===== src/rtl/debug_pkg.sv =====
// Shared definitions for the debug dump path: FSM state encoding, byte-count
// derivation and database entry select constants.
package debug_pkg;

  typedef enum logic [2:0] {
    IDLE     = 3'd0,
    SELECT   = 3'd1,
    LOAD     = 3'd2,
    SEND     = 3'd3,
    WAIT_TX  = 3'd4,
    DONE     = 3'd5,
    CHECKSUM = 3'd6
  } state_t;

  localparam logic [2:0] DB_PC          = 3'd0;
  localparam logic [2:0] DB_ADDER_PC    = 3'd1;
  localparam logic [2:0] DB_CICLOS      = 3'd2;
  localparam logic [2:0] DB_INSTRUCTION = 3'd3;

  function automatic int unsigned calc_nb(input int unsigned word_w, input int unsigned byte_w);
    return word_w / byte_w;
  endfunction

endpackage


===== src/rtl/debug_tx_sequencer_word_serializer.sv =====
// Holds one database word and hands it out byte by byte, LSB first.
// next_byte is the byte that becomes current after the pending load/shift.
module word_serializer
  import debug_pkg::*;
#(
  parameter int unsigned WORD_W = 32,
  parameter int unsigned BYTE_W = 8
) (
  input  logic              clk,
  input  logic              rst,
  input  logic              load,
  input  logic              shift,
  input  logic [WORD_W-1:0] din,
  output logic [BYTE_W-1:0] next_byte,
  output logic              last
);

  localparam int unsigned NB = calc_nb(WORD_W, BYTE_W);
  localparam int unsigned CW = (NB > 1) ? $clog2(NB) : 1;

  logic [WORD_W-1:0] shift_reg;
  logic [CW-1:0]     byte_cnt;

  always_ff @(posedge clk or posedge rst) begin
    if (rst) begin
      shift_reg <= '0;
      byte_cnt  <= '0;
    end else if (load) begin
      shift_reg <= din;
      byte_cnt  <= '0;
    end else if (shift) begin
      shift_reg <= shift_reg >> BYTE_W;
      byte_cnt  <= byte_cnt + 1'b1;
    end
  end

  generate
    if (NB > 1) begin : g_multi
      always_comb next_byte = load ? din[BYTE_W-1:0] : shift_reg[2*BYTE_W-1:BYTE_W];
    end else begin : g_single
      always_comb next_byte = din[BYTE_W-1:0];
    end
  endgenerate

  assign last = (byte_cnt == CW'(NB - 1));

endmodule


===== src/rtl/debug_tx_sequencer.sv =====
// Dumps CANT_DATOS database words to the UART transmitter, LSB byte first.
// Optional DEBUG_TX_CHECKSUM_EN appends one XOR checksum byte to each dump.
module debug_tx_sequencer
  import debug_pkg::*;
#(
  parameter int unsigned LONGITUD_INSTRUCCION = 32,
  parameter int unsigned OUTPUT_WORD_LENGTH   = 8,
  parameter int unsigned CANT_BITS_CONTROL    = 3,
  parameter int unsigned CANT_DATOS           = 4
) (
  input  logic                            i_clock,
  input  logic                            i_reset,
  input  logic                            i_start,
  input  logic                            i_tx_done,
  input  logic [LONGITUD_INSTRUCCION-1:0] i_dato_database,
  output logic [CANT_BITS_CONTROL-1:0]    o_control_database,
  output logic                            o_tx_start,
  output logic [OUTPUT_WORD_LENGTH-1:0]   o_data_tx,
  output logic                            o_busy,
  output logic                            o_done
);

  localparam logic [CANT_BITS_CONTROL-1:0] LAST_WORD = CANT_BITS_CONTROL'(CANT_DATOS - 1);

  state_t                          state, state_n;
  logic [CANT_BITS_CONTROL-1:0]    word_n;
  logic                            tx_start_n, busy_n, done_n;
  logic [OUTPUT_WORD_LENGTH-1:0]   data_n;
  logic                            ser_load, ser_shift, ser_last;
  logic [OUTPUT_WORD_LENGTH-1:0]   ser_next;
`ifdef DEBUG_TX_CHECKSUM_EN
  logic [OUTPUT_WORD_LENGTH-1:0]   csum_q, csum_n;
`endif

  word_serializer #(
    .WORD_W(LONGITUD_INSTRUCCION),
    .BYTE_W(OUTPUT_WORD_LENGTH)
  ) u_serializer (
    .clk      (i_clock),
    .rst      (i_reset),
    .load     (ser_load),
    .shift    (ser_shift),
    .din      (i_dato_database),
    .next_byte(ser_next),
    .last     (ser_last)
  );

  // o_control_database doubles as the word index; every output is a register.
  always_ff @(posedge i_clock or posedge i_reset) begin
    if (i_reset) begin
      state              <= IDLE;
      o_control_database <= '0;
      o_tx_start         <= 1'b0;
      o_data_tx          <= '0;
      o_busy             <= 1'b0;
      o_done             <= 1'b0;
`ifdef DEBUG_TX_CHECKSUM_EN
      csum_q             <= '0;
`endif
    end else begin
      state              <= state_n;
      o_control_database <= word_n;
      o_tx_start         <= tx_start_n;
      o_data_tx          <= data_n;
      o_busy             <= busy_n;
      o_done             <= done_n;
`ifdef DEBUG_TX_CHECKSUM_EN
      csum_q             <= csum_n;
`endif
    end
  end

  always_comb begin
    state_n    = state;
    word_n     = o_control_database;
    tx_start_n = 1'b0;
    data_n     = o_data_tx;
    busy_n     = o_busy;
    done_n     = 1'b0;
    ser_load   = 1'b0;
    ser_shift  = 1'b0;
`ifdef DEBUG_TX_CHECKSUM_EN
    csum_n     = csum_q;
`endif
    case (state)
      IDLE: begin
        if (i_start) begin
          state_n = SELECT;
          busy_n  = 1'b1;
          word_n  = '0;
`ifdef DEBUG_TX_CHECKSUM_EN
          csum_n  = '0;
`endif
        end
      end
      SELECT: state_n = LOAD;
      LOAD: begin
        ser_load   = 1'b1;
        state_n    = SEND;
        tx_start_n = 1'b1;
        data_n     = ser_next;
`ifdef DEBUG_TX_CHECKSUM_EN
        csum_n     = csum_q ^ ser_next;
`endif
      end
      SEND: state_n = WAIT_TX;
      WAIT_TX: begin
        if (i_tx_done) begin
          if (!ser_last) begin
            ser_shift  = 1'b1;
            state_n    = SEND;
            tx_start_n = 1'b1;
            data_n     = ser_next;
`ifdef DEBUG_TX_CHECKSUM_EN
            csum_n     = csum_q ^ ser_next;
`endif
          end else if (o_control_database != LAST_WORD) begin
            word_n  = o_control_database + 1'b1;
            state_n = SELECT;
          end else begin
`ifdef DEBUG_TX_CHECKSUM_EN
            state_n    = CHECKSUM;
            tx_start_n = 1'b1;
            data_n     = csum_q;
`else
            state_n = DONE;
            done_n  = 1'b1;
            busy_n  = 1'b0;
            word_n  = '0;
`endif
          end
        end
      end
`ifdef DEBUG_TX_CHECKSUM_EN
      // The strobe cycle of the checksum byte behaves like SEND: tx_done ignored.
      CHECKSUM: begin
        if (!o_tx_start && i_tx_done) begin
          state_n = DONE;
          done_n  = 1'b1;
          busy_n  = 1'b0;
          word_n  = '0;
        end
      end
`endif
      DONE: state_n = IDLE;
      default: state_n = IDLE;
    endcase
  end

endmodule


===== config.mk =====
export PLATFORM = sky130hd
export DESIGN_NAME = debug_tx_sequencer
export DESIGN_NICKNAME = d
export VERILOG_FILES = /design/src/rtl/debug_pkg.sv /design/src/rtl/debug_tx_sequencer_word_serializer.sv /design/src/rtl/debug_tx_sequencer.sv
export SDC_FILE = /design/constraint.sdc
export NUM_CORES = 1
export LEC_CHECK = 0
export CAP_MARGIN = 20
export CORE_MARGIN = 3
export CORE_UTILIZATION = 45
export DETAILED_ROUTE_END_ITERATION = 10
export PLACE_DENSITY = 0.85
export SLEW_MARGIN = 20
export SYNTH_ARGS = -nofsm -noshare
export SYNTH_HDL_FRONTEND = slang
export SYNTH_HIERARCHICAL = 1
export SYNTH_SLANG_ARGS = --single-unit
export TNS_END_PERCENT = 10

===== constraint.sdc =====
create_clock -name i_clock -period 1.98 [get_ports i_clock]
set_input_delay 0.396 -clock i_clock [delete_from_list [all_inputs] [get_ports i_clock]]
set_output_delay 0.396 -clock i_clock [all_outputs]
set_load 0.02 [all_outputs]

==> qor.txt <==
Skew final -> 8.107 ps
Core footprint -> 4202 um2
Minimum clock period -> 1780 ps
Initial Util -> 48.96%
Root Buffer -> clkbuf_8
Most frequent cell after synthesis -> dfrtp_1
Worst-path fanout max -> 9
Chip Height -> 73.61 um
Routed Antenna Nets -> 0
Post-synth ARST share -> 100.0%
R2R cell count -> 4
TritonCTS Buffers -> 5
Final Setup Violations -> 0
Worst slew margin -> 73.10%
Area fraction of the dominant cell type after synthesis -> 52.31%
Clock transition at path regs -> 80 ps
R2R Setup Slk -> 200 ps
Setup CP Type -> reg -> reg
Worst setup SP type -> register
Vias per cell -> 5.254
H-tree depth -> 2
Peak supply drop -> 0.4983 mV
CTS Hold Buffers Added -> 0
Vias in the first global route -> 1,508
Cell Area, Synth -> 2057 um2
Static Leak -> 1.116 nW
Class of the worst hold path -> in -> async
Area Growth Syn to Fin -> 32.24%
Tcrit/Tclk final -> 89.91%
Post-cts resize count -> 0
Area leader, netlist -> dfrtp_1
Register share of total power -> 39.9%
Fillers -> 350
Pint -> 0.002466 W
Post-synth EDFFs -> 0
RSZ-0062 raised after global routing -> false
Register area share after synthesis -> 52.31%
Io pins -> 50
Clk sinks -> 43
Fin Hold WS -> 443.0 ps
Via count -> 1,529
Crit path DAT -> 1960 ps
DR DRC count -> 0
NetSw -> 0.001288 W
Tightest Pin Transition -> 403.5 ps
I/O Buffers -> 49
Highest Clock Rate -> 561.7 MHz
Syn_area_per_cell -> 10.94 um2
Final hold vios -> 0
Clk Latency, worst-skew pair -> 290 ps
Initial drt markers -> 130
Setup crit end kind -> register
Antenna diodes -> 0
Tot GR Track Use -> 16.64%
Initial antenna violation count -> 0
Congestion Overflow GR -> 0
Main synth FF type -> dfrtp_1
Die area -> 5418 um2
Layout cells sized above 1 -> 15.35%
Syn Nets -> 226
Largest net degree at the start of global routing -> 51
First-pass GRT wire length -> 6.879 mm
CTS tree -> built
Reg-to-reg critical path startpoint -> u_serializer/byte_cnt[0]
RePlAce Congestion -> 0.8259
# rows -> 23
Setup bufs post-CTS -> 0
Final HPWL DP -> 2.928 mm
Wire per inst -> 14.07 um
Post-synth top cells -> dfrtp_1, nand2_1, mux2i_1, o21ai_0, mux2_2
Clock power share -> 18.4%
PD cells -> 1380 nW/um2
Reg2reg end -> o_data_tx[1]
Post-Synthesis Cells -> 188
Area contributors post-synth -> dfrtp_1, mux2_2, mux2i_1
Drt first pass iters -> 4
WP data required -> 2160 ps
Detailed Route WL -> 4.095 mm
Status -> finished, final reports clean
Final Net Count -> 278
Sw Ratio -> 34.31%
Syn. warnings -> 6
Max reg flops -> 24
Synth Register Bits -> 43
Fin. max-slew vios -> 0
Clk buf depth -> 2
Distinct cells, synth -> 31
DIE WIDTH -> 73.61 um
Max cap viols -> 0
Comb pwr share -> 41.7%
TNS Setup -> 0 ps
[worst max-delay path, cell delays in order (launching register included)]
cell and delay (ps):
dfrtp_1 400, ha_1 280, nand4bb_2 300, a21oi_4 310, mux2_2 380
[placed cells by master (no fill, tap or decap), drive strengths merged, types with 5 or more instances in the layout]
cell type / count
mux2i: 17
nand2: 30
mux2: 16
o21ai: 27
clkbuf: 6
clkdlybuf4s50: 49
nor2: 5
buf: 7
dfrtp: 43
inv: 7
nand2b: 10
[how the worst max path moves through the flow]
stage	from	endpoint	slack, ps	depth (start not counted)
CTS	u_serializer/byte_cnt[0]	o_data_tx[4]	190	4
global route	u_serializer/byte_cnt[0]	o_data_tx[3]	100	4
floorplan	state[0]	u_serializer/shift_reg[10]	250	7
detailed placement	i_tx_done	o_data_tx[1]	90	4
global placement	i_tx_done	o_data_tx[2]	130	4
finish	u_serializer/byte_cnt[0]	o_data_tx[1]	200	4
[power groups by stage]
| stage | combinational (W) | clock, W | sequential [W] |
|---|---|---|---|
| final | 0.00157 | 0.000693 | 0.00150 |
| after global routing | 0.00175 | 0.000744 | 0.00155 |
| after CTS | 0.00158 | 0.000713 | 0.00149 |
| after detailed placement | 0.00157 | 0 | 0.00151 |
| after global placement | 0.00151 | 0 | 0.00149 |
| after floorplan | 0.00102 | 0 | 0.00157 |
[metal layers]
layer	global-route usage, %	vias to the layer above	part of all wire, %
met1	23.15	730	46
li1	-	752	-
met2	25.10	43	47
met3	4.788	4	6.0
met4	5.231	0	0.73
met5	0	-	0
[final cells by class]
cell class,count,area (um2),share of cell area (%)
Timing Repair Buffer,56,555.5,20.42
Multi-Input combinational cell,127,882.1,32.43
Clock inverter,2,35.03,1.288
Sequential cell,43,1076,39.56
Inverter,7,26.28,0.9660
Clock buffer,6,82.58,3.036
Tap cell,50,62.56,2.300
[cell families (layout without fill, tap and decap cells)]
group | Yosys count | after routing | share of synthesized area, %
mux | 33 | 33 | 17.03
buf+inv | 18 | 71 | 5.414
fa+ha+maj | 2 | 2 | 1.216
flops | 43 | 43 | 52.31
xor+xnor | 2 | 2 | 0.8517
compound gates | 37 | 37 | 10.89
simple gates | 53 | 53 | 12.29
[through the flow]
step                      std cells  total power [W]  setup slack, ps  util [%]  cell area, um2
after global placement          283         0.003005            132.1     61.94            2603
after global routing            291         0.004039            97.59     64.74            2720
final                           291         0.003755            199.7     64.74            2720
after floorplan                 188         0.002586            250.1         -            2057
after detailed placement        283         0.003077            89.69     61.94            2603
after CTS                       291         0.003791            190.2     64.74            2720
No activity file was read; power rests on OpenSTA's default activity.
